`config.mk`:
```
export PLATFORM = sky130hd
export DESIGN_NAME = pll_reset_seq
export DESIGN_NICKNAME = d
export VERILOG_FILES = /design/src/rtl/pll_reset_seq.sv
export SDC_FILE = /design/constraint.sdc
export NUM_CORES = 1
export LEC_CHECK = 0
export CORE_ASPECT_RATIO = 0.9
export CORE_MARGIN = 4
export CORE_UTILIZATION = 35
export DETAILED_ROUTE_END_ITERATION = 10
export GPL_TIMING_DRIVEN = 0
export PLACE_DENSITY = 0.66
export REMOVE_ABC_BUFFERS = 1
export SLEW_MARGIN = 20
export SYNTH_ARGS = -nofsm -noshare
export SYNTH_HDL_FRONTEND = slang
export SYNTH_SLANG_ARGS = --single-unit
```
`constraint.sdc`:
```
create_clock -name clock_in -period 4.4 [get_ports clock_in]
set_clock_uncertainty 0.1 [all_clocks]
set_input_delay 0.44 -clock clock_in [delete_from_list [all_inputs] [get_ports clock_in]]
set_output_delay 0.44 -clock clock_in [all_outputs]
set_load 0.02 [all_outputs]
```
`src/rtl/pll_reset_seq.sv`:
```
// PLL reset sequencer: pulses the PLL reset, waits for a stable lock, then releases
// the downstream reset. It retries on lock timeout and re-sequences when lock is lost.
module pll_reset_seq #(
  parameter int PLL_RST_CYCLES = 16,
  parameter int LOCK_CYCLES    = 1024,
  parameter int TIMEOUT_CYCLES = 65535,
  parameter int MAX_RETRY      = 3
) (
  input  logic       clock_in,
  input  logic       reset_n,
  input  logic       pll_locked,
  input  logic       restart,
  output logic       pll_resetb,
  output logic       sys_reset_n,
  output logic       ready,
  output logic       fail,
  output logic [1:0] retries,
  output logic [7:0] loss_count
);

  localparam logic [2:0] ST_PLL_RST   = 3'd0;
  localparam logic [2:0] ST_WAIT_LOCK = 3'd1;
  localparam logic [2:0] ST_STABLE    = 3'd2;
  localparam logic [2:0] ST_RUN       = 3'd3;
  localparam logic [2:0] ST_FAILED    = 3'd4;

  localparam int CNT_MAX_AB = (PLL_RST_CYCLES > LOCK_CYCLES) ? PLL_RST_CYCLES : LOCK_CYCLES;
  localparam int CNT_MAX    = (CNT_MAX_AB > TIMEOUT_CYCLES) ? CNT_MAX_AB : TIMEOUT_CYCLES;
  // The counter only ever holds values up to CNT_MAX-1.
  localparam int CNT_W      = (CNT_MAX < 2) ? 1 : $clog2(CNT_MAX);

  localparam logic [CNT_W-1:0] RST_LAST  = CNT_W'(PLL_RST_CYCLES - 1);
  localparam logic [CNT_W-1:0] LOCK_LAST = CNT_W'(LOCK_CYCLES - 1);
  localparam logic [CNT_W-1:0] TO_LAST   = CNT_W'(TIMEOUT_CYCLES - 1);
  localparam logic [1:0]       RETRY_LIM = 2'(MAX_RETRY);

  logic             lock_meta;
  logic             lock_s;
  logic [2:0]       state;
  logic [2:0]       state_nxt;
  logic [CNT_W-1:0] cnt;
  logic [CNT_W-1:0] cnt_nxt;
  logic [1:0]       retries_nxt;
  logic [7:0]       loss_nxt;

  function automatic logic [7:0] sat_inc8(input logic [7:0] v);
    return (v == 8'hFF) ? v : v + 8'd1;
  endfunction

  always_comb begin
    state_nxt   = state;
    cnt_nxt     = cnt + CNT_W'(1);
    retries_nxt = retries;
    loss_nxt    = loss_count;
    if (restart) begin
      state_nxt   = ST_PLL_RST;
      cnt_nxt     = '0;
      retries_nxt = '0;
    end else begin
      case (state)
        ST_PLL_RST: begin
          if (cnt == RST_LAST) begin
            state_nxt = ST_WAIT_LOCK;
            cnt_nxt   = '0;
          end
        end
        ST_WAIT_LOCK: begin
          if (lock_s) begin
            state_nxt = ST_STABLE;
            cnt_nxt   = '0;
          end else if (cnt == TO_LAST) begin
            cnt_nxt = '0;
            if (retries == RETRY_LIM) begin
              state_nxt = ST_FAILED;
            end else begin
              state_nxt   = ST_PLL_RST;
              retries_nxt = retries + 2'd1;
            end
          end
        end
        ST_STABLE: begin
          // Any dropout restarts the timeout window without spending a retry.
          if (!lock_s) begin
            state_nxt = ST_WAIT_LOCK;
            cnt_nxt   = '0;
          end else if (cnt == LOCK_LAST) begin
            state_nxt = ST_RUN;
            cnt_nxt   = '0;
          end
        end
        ST_RUN: begin
          cnt_nxt = '0;
          if (!lock_s) begin
            state_nxt   = ST_PLL_RST;
            retries_nxt = '0;
            loss_nxt    = sat_inc8(loss_count);
          end
        end
        ST_FAILED: begin
          cnt_nxt = '0;
        end
        default: begin
          state_nxt = ST_PLL_RST;
          cnt_nxt   = '0;
        end
      endcase
    end
  end

  always_ff @(posedge clock_in or negedge reset_n) begin
    if (!reset_n) begin
      lock_meta   <= 1'b0;
      lock_s      <= 1'b0;
      state       <= ST_PLL_RST;
      cnt         <= '0;
      retries     <= '0;
      loss_count  <= '0;
      pll_resetb  <= 1'b0;
      sys_reset_n <= 1'b0;
      ready       <= 1'b0;
      fail        <= 1'b0;
    end else begin
      lock_meta   <= pll_locked;
      lock_s      <= lock_meta;
      state       <= state_nxt;
      cnt         <= cnt_nxt;
      retries     <= retries_nxt;
      loss_count  <= loss_nxt;
      // Outputs come from the next state so they change on the transition edge.
      pll_resetb  <= !((state_nxt == ST_PLL_RST) || (state_nxt == ST_FAILED));
      sys_reset_n <= (state_nxt == ST_RUN);
      ready       <= (state_nxt == ST_RUN);
      fail        <= (state_nxt == ST_FAILED);
    end
  end

endmodule
```
==> flow_metrics.tcl, run 1 <==
set metrics [dict create \
    outcome "completed" \
    final_core_util_pct 44.5 \
    cts_tree "done" \
    routed_wl_mm 3.06 \
    ir_worst_vdd_mv 0.157 \
    setup_violations 0 \
    synth.avg_cell_area_um2 10.0 \
    cap_violations 0 \
    num_io_pins 18 \
    ys_types 34 \
    cp-start-kind "flop" \
    required_ns 4.42 \
    ant_nets 0 \
    pre_cts_ws_ns 1.69 \
    cp_max_fo 16 \
    clock-sinks 34 \
    arrival_ns 2.74 \
    yosysSeqAreaShare_pct 50.5 \
    fmax_ghz 0.367 \
    fillCellCount 446 \
    grt_pass1_vias 1130 \
    cellLeakagePower_nw 0.877 \
    ys_ff_latch 34 \
    syn_inst 168 \
    first_pass_iters 4 \
    antenna_found_initial 0 \
    final_cell_mix "dfrtp_1 (34), nor2_1 (26), clkdlybuf4s50_1 (16)" \
    min_path_type "flop to flop" \
    drc 0 \
    yosysWarningCount 0 \
    rows 23 \
    finalMaxSlewViolations 0 \
    gp_congestion 0.760 \
    synth_top_area_share_pct 50.5 \
    antenna_cells 0 \
    power.total_uw 589 \
    crit_type "flop to flop" \
    fin_ws_ns 1.68 \
    reg2reg_depth 7 \
    worst_slew_pin_slew_ns 1.02 \
    min_path_cells 0 \
    final_nets 196 \
    yosysTopAreaCell "dfrtp_1" \
    num_vias 1228 \
    port_buffers 17 \
    grt_use_total_pct 12.1 \
    cts.clk_slew.worst_paths_ns 0.07 \
    clk_latency_ns 0.28 \
    globalRoute.totalOverflow 0 \
    dieHeight_um 73.8 \
    power.density_nw_per_um2 291 \
    syn_area_um2 1680 \
    cts_resized 0 \
    drive_above_1_share_pct 9.52 \
    cp-end-kind "flop" \
    dieWidth_um 81.1 \
    setup_tns_ns 0 \
    syn_to_final_growth_pct 20.1 \
    fin_crit_sh_pct 61.9 \
    cts_max_path_buffers 2 \
    viasPerCell 4.89 \
    hold_viol_final 0 \
    wl_per_cell_um 12.2 \
    mostFrequentLayoutCell "dfrtp_1" \
    grt_setup_unrepaired "false" \
    cts_buffers 5 \
    synth_area_leaders "dfrtp_1 (51%), xnor2_1 (7.8%), nor2_1 (5.8%)" \
    h-tree-depth 2 \
    dp_hpwl_mm 2.24 \
    grt_first_pass_wirelength_mm 5.45 \
    core-area_um2 4550 \
    multiInputGateArea_um2 781 \
    slew_headroom_pct 31.7 \
    regArea_um2 851 \
    dieArea_um2 5990 \
    clockRootBuffer "clkbuf_8" \
    initial_core_util_pct 37.0 \
    grt_max_degree 20 \
    drtIter0Drc 60 \
    finalCriticalPeriod_ns 2.72 \
]
[power by group]
group	internal, mW	switching (mW)	total [mW]
Sequential	0.317	0.00587	0.323
Combinational	0.0141	0.0170	0.0311
Clock	0.126	0.109	0.235
Total	0.458	0.132	0.589
[layer usage]
metal  GRT usage [%]  wire, µm  vias to the layer above
met2            16.1      1290                       26
met5               0         0                        -
li1                -         -                      623
met4            3.94        39                        0
met3            4.78       123                        4
met1            17.6      1610                      575
[cells by family (layout without fill, tap and decap cells)]
logic type               count (synthesis)  after routing  share of synthesized area [%]
AO/OA/AOI/OAI                           12             12                           5.13
XOR/XNOR                                22             22                           11.4
adder cells (fa/ha/maj)                  4              4                           2.97
buffers and inverters                   11             32                           3.12
flip-flops                              34             34                           50.5
AND/OR/NAND/NOR                         85             85                           26.8
[layout make-up]
| class | count | area share, % |
|---|---|---|
| Clock buffer | 7 | 4.27 |
| Clock inverter | 1 | 0.248 |
| Inverter | 5 | 0.928 |
| Multi-Input combinational cell | 123 | 38.6 |
| Sequential cell | 34 | 42.1 |
| Tap cell | 62 | 3.84 |
| Timing Repair Buffer | 19 | 10.0 |
[timing repair]
item                      CTS  global route
hold buffers                1             0
buffers inserted            0             0
hold endpoints to repair   15             0
[synthesized netlist by cell type]
library cell and n:
a2111oi_0 1, a211oi_2 1, a21o_1 1, a21oi_1 3
a311o_1 1, a311oi_1 1, a31oi_1 3, and2_1 1
and3_1 5, and4_1 2, buf_4 1, buf_6 1
clkbuf_1 4, dfrtp_1 34, ha_1 4, inv_1 5
nand2_1 14, nand2b_1 1, nand3_1 10, nand4_1 9
nand4b_1 1, nor2_1 26, nor2_2 1, nor2b_1 1
nor3_1 4, nor4_1 1, nor4_4 1, o21ai_0 1
or2_2 2, or3b_2 3, or4_1 2, or4_4 1
xnor2_1 15, xor2_1 7
[registers in the layout (all words and copies together) (netlist names)]
signal	cells
cnt	16
loss_count	8
state	3
retries	2
fail	1
lock_meta	1
lock_s	1
pll_resetb	1
ready	1
[through the flow]
step	instances	hold slack [ns]	cell area, µm²
final	251	0.265	2020
after global routing	251	0.268	2020
after CTS	251	0.274	2020
after detailed placement	242	0.258	1920
after global placement	241	0.233	1900
after floorplan	162	0.0444	1650
[path summary, 6_finish.rpt]
path                            startpoint       endpoint  slack [ns]
worst max-delay path                cnt[0]        cnt[12]        1.68
worst min-delay path             lock_meta         lock_s        0.27
worst max register to register      cnt[0]        cnt[12]        1.68
worst min register to register   lock_meta         lock_s        0.27
max in group asynchronous          reset_n  loss_count[5]        3.26
min in group asynchronous          reset_n     retries[1]        0.51
[worst max-delay path: stages, from the launching register on]
cell      delay, ns
dfrtp_1        0.42
inv_1          0.07
ha_1           0.15
nand4_1        0.09
nor4_1         0.55
nor3_1         0.17
a211oi_2       0.87
nor2_1         0.13
(Power assumes the default switching activity.)
==> inputs of run 2 (changes only) <==
--- a/config.mk
+++ b/config.mk
@@ -10,7 +10,7 @@
 export CORE_UTILIZATION = 35
 export DETAILED_ROUTE_END_ITERATION = 10
 export GPL_TIMING_DRIVEN = 0
-export PLACE_DENSITY = 0.66
+export PLACE_DENSITY = 0.68
 export REMOVE_ABC_BUFFERS = 1
 export SLEW_MARGIN = 20
 export SYNTH_ARGS = -nofsm -noshare
==> constraint.sdc (replaced) <==
create_clock -name clock_in -period 2.5 [get_ports clock_in]
set_clock_uncertainty 0.1 [all_clocks]
set_input_delay 0.25 -clock clock_in [delete_from_list [all_inputs] [get_ports clock_in]]
set_output_delay 0.25 -clock clock_in [all_outputs]
set_load 0.02 [all_outputs]
==> flow_metrics.tcl, run 2 (synthesis results as in run 1) <==
set metrics [dict create \
    grt_use_total_pct 12.2 \
    finalCriticalPeriod_ns 2.31 \
    reg2reg_to "pll_resetb" \
    crit_start "cnt[0]" \
    viasPerCell 4.94 \
    routed_wl_mm 3.18 \
    reg2reg_depth 7 \
    final_nets 198 \
    critPathSlowestCell "nor4_1" \
    cp-end-kind "flop" \
    first_pass_iters 4 \
    clockPowerShare_pct 40.3 \
    grt_pass1_vias 1167 \
    grt_first_pass_wirelength_mm 5.47 \
    clk_latency_ns 0.29 \
    final_cell_mix "dfrtp_1 (34), nor2_1 (26), clkdlybuf4s50_1 (16)" \
    regArea_um2 851 \
    grt_max_degree 20 \
    initial_core_util_pct 37.0 \
    grt_setup_unrepaired "false" \
    antenna_cells 0 \
    gp_congestion 0.793 \
    port_buffers 17 \
    cts_buffers 5 \
    cp_max_fo 6 \
    num_vias 1249 \
    cellLeakagePower_nw 0.888 \
    wirelength_met1_mm 1.60 \
    cts_tree "done" \
    crit_end "pll_resetb" \
    fillCellCount 455 \
    num_io_pins 18 \
    ant_nets 0 \
    maxUsedRoutingLayer "met4" \
    worstPathCellList "inv_1 > ha_1 > nand4_1 > nor4_1 > nor3_1 > a311oi_1 > o21ai_0" \
    ir_worst_vdd_mv 0.206 \
    critPathMaxStageDelay_ns 0.59 \
    dieHeight_um 73.8 \
    p_switching_uw 243 \
    slew_headroom_pct 45.4 \
    dp_hpwl_mm 2.27 \
    arrival_ns 2.37 \
    crit_type "flop to flop" \
    route.met2.wl_mm 1.35 \
    mostFrequentLayoutCell "dfrtp_1" \
    clock-sinks 34 \
    worst_slew_pin_slew_ns 0.799 \
    syn_to_final_growth_pct 21.4 \
    reg_top3 "cnt: 16 flops, loss_count: 8 flops, state: 3 flops" \
    setup_violations 0 \
    outcome "completed" \
    multiInputGateArea_um2 788 \
    regMostFlops "cnt" \
    h-tree-depth 2 \
    largest_reg_flops 16 \
    drtIter0Drc 85 \
    rrSetupSlack_ns 0.19 \
    wl_met3_um 160 \
    core-area_um2 4550 \
    fmax_ghz 0.433 \
    hold_viol_final 0 \
    drive_above_1_share_pct 10.5 \
    cap_violations 0 \
    antenna_found_initial 0 \
    rows 23 \
    wl_per_cell_um 12.6 \
    drc 0 \
    setup_tns_ns 0 \
    fin_crit_sh_pct 92.5 \
    finalMaxSlewViolations 0 \
    required_ns 2.55 \
    cts.clk_slew.worst_paths_ns 0.07 \
    dieWidth_um 81.1 \
    dieArea_um2 5990 \
    cts_max_path_buffers 2 \
    power.total_mw 1.05 \
    clockRootBuffer "clkbuf_8" \
    cp-start-kind "flop" \
    pwr-share-comb_pct 5.5 \
    globalRoute.totalOverflow 0 \
    min_path_type "flop to flop" \
    power.density_nw_per_um2 514 \
    pwr-share-seq_pct 54.2 \
    intPower_uw 808 \
    rr_startpoint "cnt[0]" \
    swShare_pct 23.1 \
]
run 2: cell count changes in the layout (fill, tap and decap cells not counted):
| cell | before | now |
|---|---|---|
| buf_4 | 0 | 2 |
| a211oi_4 | 0 | 1 |
| a211oi_2 | 1 | 0 |
run 2: repair_timing:
item                                    4_1_cts  5_1_grt
buffers inserted                              2        0
hold buffers                                  1        0
gates resized for setup                       1        0
endpoints found under the setup margin       16        0
endpoints found under the hold margin        15        0
run 2: worst min path at each step:
stage,from,endpoint,slack (ns),cells past startpoint
finish,lock_meta,lock_s,0.26,0
global route,lock_meta,lock_s,0.27,0
CTS,lock_meta,lock_s,0.26,0
detailed placement,reset_n,retries[1],0.09,1
global placement,lock_meta,lock_s,0.23,0
floorplan,reset_n,cnt[0],-0.15,0
run 2: cell type report:
type	count	share of cell area (%)
clock buffers	7	4.22
inverters	5	0.918
multi-input cells	123	38.6
well taps	62	3.79
flip-flops and latches	34	41.6
repair buffers	21	10.6
clock inverters	1	0.245
run 2: layer usage:
| metal | GRT usage, % | vias to the layer above |
|---|---|---|
| li1 | - | 619 |
| met5 | 0 | - |
| met1 | 17.1 | 594 |
| met3 | 4.04 | 7 |
| met2 | 16.8 | 29 |
| met4 | 5.63 | 0 |
run 2: power groups by stage:
stage	Clock (mW)	Sequential, mW	Combinational [mW]
floorplan	0	0.581	0.0197
global placement	0	0.579	0.0500
detailed placement	0	0.580	0.0548
CTS	0.430	0.569	0.0600
global route	0.457	0.570	0.0646
finish	0.423	0.569	0.0581
run 2: per-stage QoR:
step	setup WS (ns)	instance area, µm²	util (%)	hold WS, ns	cells
after floorplan	0.308	1650	-	-0.146	162
after global placement	-0.203	1900	41.7	0.232	241
after detailed placement	-0.215	1920	42.2	0.0942	242
after CTS	0.192	2040	45.0	0.262	253
after global routing	0.0621	2040	45.0	0.266	253
final	0.188	2040	45.0	0.259	253
run 2: worst max-delay path, delay by kind of cell (launching register included):
family,cells,cell delay (ns)
compound gates,2,0.55
fa+ha+maj,1,0.14
buf+inv,1,0.07
flops,1,0.43
simple gates,3,0.88
==> inputs of run 3 (changes only) <==
--- a/config.mk
+++ b/config.mk
@@ -5,10 +5,12 @@
 export SDC_FILE = /design/constraint.sdc
 export NUM_CORES = 1
 export LEC_CHECK = 0
+export ABC_CLOCK_PERIOD_IN_PS = 2500
 export CORE_ASPECT_RATIO = 0.9
 export CORE_MARGIN = 4
 export CORE_UTILIZATION = 35
 export DETAILED_ROUTE_END_ITERATION = 10
+export GPL_ROUTABILITY_DRIVEN = 0
 export GPL_TIMING_DRIVEN = 0
 export PLACE_DENSITY = 0.68
 export REMOVE_ABC_BUFFERS = 1
==> results of run 3 <==
No change in the layout: final DEF, timing and power equal those of run 2.
